==> config.mk <==
export PLATFORM = sky130hd
export DESIGN_NAME = commutator_stage_ctrl_flat
export DESIGN_NICKNAME = d
export VERILOG_FILES = /design/src/rtl/commutator_stage_ctrl_if.sv /design/src/rtl/commutator_stage_ctrl.sv /design/src/flat_wrapper.sv
export SDC_FILE = /design/constraint.sdc
export NUM_CORES = 1
export LEC_CHECK = 0
export BUFFER_PORTS_ARGS = -buffer_cell sky130_fd_sc_hd__buf_2
export CAP_MARGIN = 20
export CORE_AREA = 2 2 150 188
export DETAILED_ROUTE_END_ITERATION = 12
export DIE_AREA = 0 0 152 190
export GPL_TIMING_DRIVEN = 0
export MAX_ROUTING_LAYER = met4
export PLACE_DENSITY = 0.83
export REMOVE_ABC_BUFFERS = 1
export SYNTH_ARGS = -nofsm -noshare
export SYNTH_HDL_FRONTEND = slang
export SYNTH_SLANG_ARGS = --single-unit
==> constraint.sdc <==
create_clock -name clk -period 3.2 [get_ports clk]
set_input_delay 0.96 -clock clk [delete_from_list [all_inputs] [get_ports clk]]
set_output_delay 0.96 -clock clk [all_outputs]
set_load 0.05 [all_outputs]
==> src/rtl/commutator_stage_ctrl_if.sv <==
//==============================================================================
// Module  : commutator_stage_ctrl_if
// Brief   : Handshake and data bundle between the stage-1 butterflies, the
//           delay-commutator-delay controller and the stage-2 butterflies.
// Revision: 1.0 - initial release
//==============================================================================
`default_nettype none

interface commutator_stage_ctrl_if #(
  parameter int WIDTH = 12
);
  logic                    in_valid;
  logic                    in_ready;
  logic                    in_last;
  logic signed [WIDTH-1:0] UI_real;
  logic signed [WIDTH-1:0] UI_imag;
  logic signed [WIDTH-1:0] LI_real;
  logic signed [WIDTH-1:0] LI_imag;
  logic signed [WIDTH-1:0] UO_real;
  logic signed [WIDTH-1:0] UO_imag;
  logic signed [WIDTH-1:0] LO_real;
  logic signed [WIDTH-1:0] LO_imag;
  logic                    out_valid;
  logic                    out_last;
  logic                    control_signal;
  logic                    busy;

  // Upstream/test side: drives samples, observes the reordered stream.
  modport master (
    output in_valid, in_last, UI_real, UI_imag, LI_real, LI_imag,
    input  in_ready, UO_real, UO_imag, LO_real, LO_imag,
    input  out_valid, out_last, control_signal, busy
  );

  // Controller side.
  modport slave (
    input  in_valid, in_last, UI_real, UI_imag, LI_real, LI_imag,
    output in_ready, UO_real, UO_imag, LO_real, LO_imag,
    output out_valid, out_last, control_signal, busy
  );
endinterface

`default_nettype wire

==> src/rtl/commutator_stage_ctrl.sv <==
//==============================================================================
// Module  : commutator_stage_ctrl
// Brief   : Delay-commutator-delay controller for the 16-point stage of the
//           32-point IFFT. Owns both DELAY-deep delay lines, the advance
//           counter and the bypass/cross select, and sequences frame
//           fill and flush.
//           Optional sticky frame-length check: define COMM_CTRL_FRAME_CHECK_EN
//           to add the frame_err output.
// Revision: 1.0 - initial release
//==============================================================================
`default_nettype none

module commutator_stage_ctrl #(
  parameter int WIDTH = 12,
  parameter int DELAY = 8
) (
  input  logic                   clk,
  input  logic                   rst_n,
  commutator_stage_ctrl_if.slave bus
`ifdef COMM_CTRL_FRAME_CHECK_EN
  ,
  output logic                   frame_err
`endif
);

  localparam int CW = $clog2(2 * DELAY);
  localparam int FW = $clog2(DELAY);
  localparam int PW = 2 * WIDTH;

  localparam logic [CW-1:0] c_depth    = CW'(DELAY);
  localparam logic [CW-1:0] c_fill_end = CW'(DELAY - 1);
  localparam logic [FW-1:0] c_flush_end = FW'(DELAY - 1);
`ifdef COMM_CTRL_FRAME_CHECK_EN
  localparam logic [CW-1:0] c_blk_end  = CW'(2 * DELAY - 1);
`endif

  typedef enum logic [1:0] {
    ST_IDLE  = 2'd0,
    ST_FILL  = 2'd1,
    ST_RUN   = 2'd2,
    ST_FLUSH = 2'd3
  } state_t;

  state_t          r_state;
  state_t          w_state_nxt;
  logic [CW-1:0]   r_cnt;
  logic [FW-1:0]   r_flush_cnt;
  logic            r_out_valid;
  logic            r_out_last;
  logic [PW-1:0]   r_a [DELAY];
  logic [PW-1:0]   r_b [DELAY];
  logic [PW-1:0]   r_uo;
  logic [PW-1:0]   r_lo;

  logic            w_ready;
  logic            w_accept;
  logic            w_advance;
  logic            w_sel;
  logic            w_out_valid_nxt;
  logic            w_out_last_nxt;
  logic [PW-1:0]   w_ui;
  logic [PW-1:0]   w_li;
  logic [PW-1:0]   w_up;
  logic [PW-1:0]   w_uo_nxt;
  logic [PW-1:0]   w_lo_path;

  // Handshake, select and next-state decode; IDLE always selects bypass
  // because the first accept of a frame is index 0.
  always_comb begin
    w_state_nxt     = r_state;
    w_advance       = 1'b0;
    w_out_valid_nxt = 1'b0;
    w_out_last_nxt  = 1'b0;
    w_ready         = (r_state != ST_FLUSH);
    w_accept        = bus.in_valid && w_ready && rst_n;
    w_sel           = (r_state == ST_IDLE) || (r_cnt < c_depth);
    case (r_state)
      ST_IDLE: begin
        if (w_accept) begin
          w_advance   = 1'b1;
          w_state_nxt = bus.in_last ? ST_FLUSH : ST_FILL;
        end
      end
      ST_FILL: begin
        if (w_accept) begin
          w_advance = 1'b1;
          if (bus.in_last)               w_state_nxt = ST_FLUSH;
          else if (r_cnt == c_fill_end)  w_state_nxt = ST_RUN;
        end
      end
      ST_RUN: begin
        if (w_accept) begin
          w_advance       = 1'b1;
          w_out_valid_nxt = 1'b1;
          if (bus.in_last) w_state_nxt = ST_FLUSH;
        end
      end
      ST_FLUSH: begin
        w_advance       = 1'b1;
        w_out_valid_nxt = 1'b1;
        if (r_flush_cnt == c_flush_end) begin
          w_out_last_nxt = 1'b1;
          w_state_nxt    = ST_IDLE;
        end
      end
      default: w_state_nxt = ST_IDLE;
    endcase
  end

  // Commutator: flush feeds zeros; upper path sees delay A's oldest entry.
  always_comb begin
    w_ui      = (r_state == ST_FLUSH) ? '0 : {bus.UI_real, bus.UI_imag};
    w_li      = (r_state == ST_FLUSH) ? '0 : {bus.LI_real, bus.LI_imag};
    w_up      = r_a[DELAY-1];
    w_uo_nxt  = w_sel ? w_up : w_li;
    w_lo_path = w_sel ? w_li : w_up;
  end

  // FSM state register.
  always_ff @(posedge clk or negedge rst_n) begin
    if (!rst_n) r_state <= ST_IDLE;
    else        r_state <= w_state_nxt;
  end

  // Advance counter (restarts per frame), flush counter and output strobes.
  always_ff @(posedge clk or negedge rst_n) begin
    if (!rst_n) begin
      r_cnt       <= '0;
      r_flush_cnt <= '0;
      r_out_valid <= 1'b0;
      r_out_last  <= 1'b0;
    end else begin
      r_out_valid <= w_out_valid_nxt;
      r_out_last  <= w_out_last_nxt;
      if (w_advance) r_cnt <= (r_state == ST_IDLE) ? CW'(1) : r_cnt + 1'b1;
      if (r_state == ST_FLUSH) r_flush_cnt <= r_flush_cnt + 1'b1;
    end
  end

  // Delay lines A and B plus the output registers move only on an advance.
  always_ff @(posedge clk or negedge rst_n) begin
    if (!rst_n) begin
      for (int i = 0; i < DELAY; i++) begin
        r_a[i] <= '0;
        r_b[i] <= '0;
      end
      r_uo <= '0;
      r_lo <= '0;
    end else if (w_advance) begin
      r_a[0] <= w_ui;
      r_b[0] <= w_lo_path;
      for (int i = 1; i < DELAY; i++) begin
        r_a[i] <= r_a[i-1];
        r_b[i] <= r_b[i-1];
      end
      r_uo <= w_uo_nxt;
      r_lo <= r_b[DELAY-1];
    end
  end

`ifdef COMM_CTRL_FRAME_CHECK_EN
  // Sticky flag: in_last anywhere other than the final index of a 2D block.
  always_ff @(posedge clk or negedge rst_n) begin
    if (!rst_n) frame_err <= 1'b0;
    else if (w_accept && bus.in_last &&
             (r_state != ST_RUN || r_cnt != c_blk_end))
      frame_err <= 1'b1;
  end
`endif

  assign bus.in_ready       = w_ready && rst_n;
  assign bus.control_signal = w_sel;
  assign bus.busy           = (r_state != ST_IDLE);
  assign bus.out_valid      = r_out_valid;
  assign bus.out_last       = r_out_last;
  assign bus.UO_real        = r_uo[PW-1:WIDTH];
  assign bus.UO_imag        = r_uo[WIDTH-1:0];
  assign bus.LO_real        = r_lo[PW-1:WIDTH];
  assign bus.LO_imag        = r_lo[WIDTH-1:0];

endmodule

`default_nettype wire

==> src/flat_wrapper.sv <==
// flat-port wrapper written by rule: the top's interface ports become plain ports
module commutator_stage_ctrl_flat 
#(
  parameter int WIDTH = 12,
  parameter int DELAY = 8
)
  (clk, rst_n, bus_in_valid, bus_in_last, bus_UI_real, bus_UI_imag, bus_LI_real, bus_LI_imag, bus_in_ready, bus_UO_real, bus_UO_imag, bus_LO_real, bus_LO_imag, bus_out_valid, bus_out_last, bus_control_signal, bus_busy);
  commutator_stage_ctrl_if #(.WIDTH(WIDTH)) bus_i ();
  input  logic clk;
  input  logic rst_n;
  input wire logic [$bits(bus_i.in_valid)-1:0] bus_in_valid;
  input wire logic [$bits(bus_i.in_last)-1:0] bus_in_last;
  input wire logic [$bits(bus_i.UI_real)-1:0] bus_UI_real;
  input wire logic [$bits(bus_i.UI_imag)-1:0] bus_UI_imag;
  input wire logic [$bits(bus_i.LI_real)-1:0] bus_LI_real;
  input wire logic [$bits(bus_i.LI_imag)-1:0] bus_LI_imag;
  output wire logic [$bits(bus_i.in_ready)-1:0] bus_in_ready;
  output wire logic [$bits(bus_i.UO_real)-1:0] bus_UO_real;
  output wire logic [$bits(bus_i.UO_imag)-1:0] bus_UO_imag;
  output wire logic [$bits(bus_i.LO_real)-1:0] bus_LO_real;
  output wire logic [$bits(bus_i.LO_imag)-1:0] bus_LO_imag;
  output wire logic [$bits(bus_i.out_valid)-1:0] bus_out_valid;
  output wire logic [$bits(bus_i.out_last)-1:0] bus_out_last;
  output wire logic [$bits(bus_i.control_signal)-1:0] bus_control_signal;
  output wire logic [$bits(bus_i.busy)-1:0] bus_busy;
  assign bus_i.in_valid = bus_in_valid;
  assign bus_i.in_last = bus_in_last;
  assign bus_i.UI_real = bus_UI_real;
  assign bus_i.UI_imag = bus_UI_imag;
  assign bus_i.LI_real = bus_LI_real;
  assign bus_i.LI_imag = bus_LI_imag;
  assign bus_in_ready = bus_i.in_ready;
  assign bus_UO_real = bus_i.UO_real;
  assign bus_UO_imag = bus_i.UO_imag;
  assign bus_LO_real = bus_i.LO_real;
  assign bus_LO_imag = bus_i.LO_imag;
  assign bus_out_valid = bus_i.out_valid;
  assign bus_out_last = bus_i.out_last;
  assign bus_control_signal = bus_i.control_signal;
  assign bus_busy = bus_i.busy;
  commutator_stage_ctrl #(.WIDTH(WIDTH), .DELAY(DELAY)) u_core (.clk(clk), .rst_n(rst_n), .bus(bus_i));
endmodule
==> results of run 1 <==
## registers in the layout, indices dropped and copies added, names as in the netlist
| signal | count |
|---|---|
| u_core.bus.out_last | 1 |
| u_core.r_lo | 24 |
| u_core.r_uo | 24 |
| u_core.w_up | 24 |
| u_core.r_flush_cnt | 3 |
| u_core.bus.out_valid | 1 |
| u_core.r_cnt | 4 |
| u_core.r_a | 168 |
| u_core.r_state | 2 |
| u_core.r_b | 192 |
## layer usage
layer / vias up / share of wire (%) / track usage, %
li1: 4270 / - / -
met1: 4629 / 46 / 27.5
met2: 126 / 49 / 32.6
met3: 47 / 3.5 / 3.53
met4: 0 / 2.0 / 5.97
met5: - / 0 / -
## logic make-up after synthesis
| logic type | after synthesis | synth area share (%) |
|---|---|---|
| AOI/OAI and AO/OA | 130 | 4.41 |
| xor gates and xnor gates | 1 | 0.0505 |
| adders and majority gates | 7 | 0.505 |
| buffers and inverters | 76 | 3.74 |
| DFF | 443 | 63.9 |
| muxes | 367 | 23.8 |
| and+or+nand+nor | 111 | 3.61 |
## where the power goes
part           switching, mW  internal [mW]
Clock                   2.02           3.09
Combinational           3.65           3.61
Sequential              1.22           8.09
## critical path, delay by kind of cell (launching register included)
family        cells  cell delay (ns)
buf+inv           3             0.57
simple gates      1             0.27
fa+ha+maj         1             0.29
flops             1             0.41
## cell usage after synthesis (all sizes together)
| master | number | area share (%) |
|---|---|---|
| a21o | 1 | 0.043 |
| and3 | 1 | 0.036 |
| inv | 4 | 0.087 |
| nor3 | 1 | 0.029 |
| a21oi | 50 | 1.5 |
| nor3b | 48 | 2.1 |
| nand4 | 1 | 0.036 |
| mux2i | 5 | 0.29 |
| a211oi | 1 | 0.043 |
| o221a | 1 | 0.065 |
| xor2 | 1 | 0.050 |
| clkbuf | 6 | 0.13 |
| a31oi | 1 | 0.036 |
| nand2b | 1 | 0.036 |
| buf | 66 | 3.5 |
| dfrtp | 443 | 64 |
| nor2b | 2 | 0.12 |
| nand3b | 1 | 0.043 |
| o21ai | 52 | 1.5 |
| nand2 | 52 | 1.1 |
| mux2 | 362 | 23 |
| and2 | 1 | 0.036 |
| nor2 | 3 | 0.079 |
| ha | 7 | 0.50 |
| a22o | 24 | 1.2 |
## cell type report
type / instances / area share, %
clock inverters: 9 / 0.635
well taps: 350 / 2.20
flip-flops and latches: 443 / 55.7
repair inverters: 1 / 0.0440
repair buffers: 134 / 6.19
multi-input cells: 617 / 28.3
diodes: 6 / 0.0755
inverters: 4 / 0.138
clock buffers: 67 / 6.68
## what timing repair did
| action | CTS | global route |
|---|---|---|
| pin swaps | 1 | 0 |
| gates cloned | 5 | 1 |
| gates resized for setup | 6 | 1 |
| endpoints found under the setup margin | 169 | 1 |
| buffers inserted | 2 | 1 |
## per-stage QoR
| stage | worst slack, ns | utilization (%) | total power, mW | std cells | instance area [µm²] |
|---|---|---|---|---|---|
| after floorplan | -6.08 | - | 14.2 | 1063 | 16700 |
| after global placement | -22.99 | 64.7 | 15.5 | 1517 | 17700 |
| after detailed placement | -1.20 | 66.7 | 16.5 | 1540 | 18200 |
| after CTS | 0.00482 | 72.7 | 21.9 | 1623 | 19900 |
| after global routing | 0.0164 | 72.8 | 23.0 | 1631 | 19900 |
| final | 0.136 | 72.8 | 21.7 | 1631 | 19900 |
## worst min-delay path by stage
stage	to	slack, ns	depth (start not counted)
floorplan	u_core.r_flush_cnt[0]	0.44	1
global placement	u_core.r_uo[5]	0.46	2
detailed placement	u_core.r_uo[5]	0.46	2
CTS	u_core.r_a[176]	0.28	1
global route	u_core.w_up[17]	0.29	1
finish	u_core.r_a[136]	0.29	1
==> impl_metrics.ini, run 1 <==
[status]
outcome = finished clean

[detailed_routing]
via_per_inst = 5.56
drcViolationCount = 0
drt-total-wl_um = 28300
first_pass_iters = 4
wire_per_inst_um = 17.4
drt-initial-drc-count = 377
vias = 9072
antenna_left = 0

[critical_path]
max_stage_delay_ns = 0.41
cp-start-kind = register
cp_slowest_cell = dfrtp_1
reg2reg_from = u_core.r_state[0]
r2r_cells = 9
worstPathCellList = inv_1, ha_2, nor2b_4, clkinv_8, buf_2
worstPathMaxFanout = 25
cp-startpoint = u_core.r_state[0]
reg2reg_slack_ns = 0.29
r2r-end = u_core.r_b[48]
crit_path_end_kind = output port
crit_end = bus_control_signal
crit_type = register to output port
arrival_ns = 2.10
critPathRequiredTime_ns = 2.24

[clocking]
clockBufferDepth = 3
cts.reportedPaths.clkPinSlew_ns = 0.06
cts_tree = built
clockRootBuffer = clkbuf_16
cts_hold_buffers = 0
cts_sinks = 443
cts_buffers = 43
h-tree-depth = 2
clk_latency_ns = 0.53

[sta]
fin_skew_ns = 0.00766
fin_crit_sh_pct = 95.7
slew_headroom_pct = 42.9
timing.hold.ws_ns = 0.290
fmax_mhz = 326
setup_violations = 0
hold_viol = 0
worst_slew_pin_slew_ns = 0.854
tns_ns = 0
period_needed_ns = 3.06
slew_violations = 0
rsz0062_at_grt = false

[final_layout]
syn2layout_area_growth_pct = 14.7
mostFrequentLayoutCells = dfrtp_1 (443), mux2_2 (362), buf_2 (103)
nets = 1303
multi_input_area_um2 = 5630
area.sequential_um2 = 11100
fillers = 1742
final_layout_size_suffix_gt1_share_pct = 44.8
final_common_cell = dfrtp_1

[yosys]
syn_area_per_cell_um2 = 15.3
ys_seq_area_share_pct = 63.9
synthDistinctLibCells = 32
syn_area_um2 = 17300
yosysWarnings = 0
syn-instance-count = 1135
synth.ff_latch_count = 443

[floorplan]
die_h_um = 190
num_rows = 68
initial_core_util_pct = 63.5
dieArea_um2 = 28900
ioPinCount = 105
core_um2 = 27300
die_width_um = 152

[run]
maxCapViolCount = 0

[global_routing]
grt_pass1_wl_um = 47000
grt_antenna_before_repair = 6
overflow = 0
grt_max_degree = 99
grt_pass1_vias = 9278
grt_usage_pct = 20.4

[power]
vdd_drop_max_v = 0.000716
leakage_nw = 9.54
p_per_area_nw_per_um2 = 1090

[placement]
gp_congestion = 0.692
hpwl_um = 16100
place.port_buffers = 104

[min_path]
holdCritPathClass = input port to async pin
No activity file was read; power rests on OpenSTA's default activity.
==> run 2, diff against run 1 <==
Settings changed: ABC_AREA set to 1, CORE_AREA 2 2 150 188 to 2 2 149 188, DIE_AREA 0 0 152 190 to 0 0 151 190, RECOVER_POWER set to 25.
==> run 2 against run 1 <==
Against the previous run:
- the flow now finishes with violations (max-capacitance violations, max-slew violations)
- largest power group unchanged
- final area fell by 1.8%
- sequential share of layout area rose by 1.0 points
- maximum frequency rose by 0.13%
- largest cell class unchanged
==> impl_metrics.ini, run 2 <==
[status]
violations = max-capacitance violations, max-slew violations
outcome = finished, violations left

[critical_path]
worstPathCellList = inv_1, ha_1, nor2_4, inv_8, buf_2
cp-start-kind = register
worstPathMaxFanout = 49
crit_path_end_kind = output port
max_stage_delay_ns = 0.43
cp_slowest_cell = dfrtp_1
r2r_cells = 9
arrival_ns = 2.10
crit_type = register to output port
critPathRequiredTime_ns = 2.24

[sta]
worst_slack_ns = 0.140
tns_ns = 0
worst_slew_pin_slew_ns = 2.25
slew_violations = 202
fin_crit_sh_pct = 95.6
period_needed_ns = 3.06
hold_viol = 0
fmax_mhz = 327
slew_headroom_pct = -49.9
timing.hold.ws_ns = 0.313
rsz0062_at_grt = false
setup_violations = 0
fin_skew_ns = 0.0156

[global_routing]
grt_max_degree = 137
overflow = 0
grt_usage_pct = 24.0
grt_pass1_vias = 11800
grt_pass1_wl_um = 55100
grt_antenna_before_repair = 2

[yosys]
synthDistinctLibCells = 19
synth-main-ff-cell = dfrtp_1
yosys.cell_count.top_type = nand2_1
yosysWarnings = 0
async_flop_share_pct = 100
yosysTopAreaCell = dfrtp_1
synth_top_area_share_pct = 64.2
syn-instance-count = 1916
synth.ff_latch_count = 443
ys_seq_area_share_pct = 64.2
syn_area_per_cell_um2 = 9.01
synth_edf_count = 0
synth.area.top_cells = dfrtp_1 (64%), nand2_1 (21%), o21ai_0 (7.0%), inv_1 (1.8%), buf_2 (1.6%)
syn_area_um2 = 17300
synthTopCellsByCount = nand2_1 (985), dfrtp_1 (443), o21ai_0 (241), inv_1 (81), buf_2 (55)

[detailed_routing]
top_layer = met4
via_per_inst = 5.19
drt-total-wl_um = 32200
drt-initial-drc-count = 944
routed-wl-met3_um = 1250
drcViolationCount = 0
first_pass_iters = 5
antenna_left = 0
wire_per_inst_um = 13.7
drt-met1-wl_um = 14200
met2WireLength_um = 15700
vias = 12200

[floorplan]
die_h_um = 190
dieArea_um2 = 28700
initial_core_util_pct = 63.8
num_rows = 68
core_um2 = 27100
die_width_um = 151
ioPinCount = 105

[clocking]
cts.reportedPaths.clkPinSlew_ns = 0.06
clockRootBuffer = clkbuf_16
cts_sinks = 443
cts_hold_buffers = 0
clockBufferDepth = 3
cts_tree = built
cts_buffers = 41
clk_latency_ns = 0.53
h-tree-depth = 2

[final_layout]
largestRegisters = u_core.r_b x192, u_core.r_a x168
stdcell_count = 2357
regMostFlops = u_core.r_b
fillers = 1994
nets = 2039
syn2layout_area_growth_pct = 13.2
final_layout_size_suffix_gt1_share_pct = 9.88
final_common_cell = nand2_1
utilization_pct = 72.2
mostFrequentLayoutCells = nand2_1 (985), dfrtp_1 (443), o21ai_0 (241)
stdcell_area_um2 = 19500
largest_register_ffs = 192

[power]
power_mw = 19.9
vdd_drop_max_v = 0.000728
p_per_area_nw_per_um2 = 1020
leakage_nw = 10.4

[min_path]
holdCritPathClass = input port to async pin

[placement]
pre_cts_ws_ns = -1.33
dp_cells = 2278
hpwl_um = 17500
gp_congestion = 0.800
place.port_buffers = 104
dpl_cell_area_um2 = 18100

[run]
maxCapViolCount = 3
[run 2: cell types whose count changed after synthesis, moves of 5 or more]
| cell | before | now |
|---|---|---|
| a21oi_1 | 49 | 2 |
| a22o_1 | 24 | 0 |
| buf_2 | 20 | 55 |
| buf_4 | 2 | 10 |
| buf_6 | 44 | 13 |
| clkbuf_1 | 6 | 33 |
| inv_1 | 3 | 81 |
| mux2_2 | 362 | 0 |
| nand2_1 | 52 | 985 |
| nand3_1 | 0 | 30 |
| nor2_1 | 2 | 7 |
| nor3b_1 | 48 | 0 |
| o21ai_0 | 48 | 241 |
[run 2: repair_timing]
action | 4_1_cts | 5_1_grt
setup buffers | 0 | 3
endpoints found under the setup margin | 237 | 120
resized for setup | 7 | 1
pin swaps | 0 | 1
gates cloned | 3 | 2
[run 2: worst paths after layout]
check / from / endpoint / slack (ns)
max: u_core.r_state[0] / bus_control_signal / 0.14
min: rst_n / u_core.r_a[28] / 0.31
max reg2reg: u_core.r_state[0] / u_core.r_b[67] / 0.48
min reg2reg: u_core.r_b[44] / u_core.r_b[20] / 0.46
max in group asynchronous: rst_n / u_core.r_a[131] / 0.62
min in group clk: u_core.r_b[44] / u_core.r_b[20] / 0.46
[run 2: layout make-up]
cell class                      instances  area, µm²  area share [%]
Sequential cell                       443      11100            56.8
Multi-Input combinational cell       1279       5260            26.9
Clock buffer                           60       1240            6.35
Timing Repair Buffer                  133       1110            5.68
Tap cell                              350        438            2.24
Inverter                               82        328            1.68
Clock inverter                          8       72.6           0.372
Antenna cell                            2       5.00          0.0256
[run 2: critical path, delay by kind of cell (launching register included)]
kind          cells  cell delay, ns
fa+ha+maj         1            0.30
buf+inv           3            0.54
flops             1            0.43
simple gates      1            0.29
[run 2: report_power, final]
group	internal, mW	switching [mW]	total (mW)	leakage [nW]
Clock	2.76	1.97	4.73	0.652
Sequential	7.95	1.20	9.15	5.83
Combinational	1.90	4.16	6.06	3.94
Total	12.6	7.33	19.9	10.4
[run 2: kinds of logic (layout without fill, tap and decap cells)]
kind of cell	count (synthesis)	in the layout	synth area share (%)
compound gates	244	244	7.14
xor+xnor	2	2	0.102
fa+ha+maj	7	7	0.507
buf+inv	194	283	5.40
flops	443	443	64.2
mux	1	1	0.0580
other cells	0	2	0
simple gates	1025	1025	22.6
[run 2: routing by layer]
| metal | vias to the layer above | GRT usage [%] |
|---|---|---|
| met5 | - | - |
| met4 | 0 | 8.34 |
| met3 | 72 | 2.95 |
| met2 | 266 | 38.0 |
| met1 | 5842 | 32.6 |
| li1 | 6059 | - |
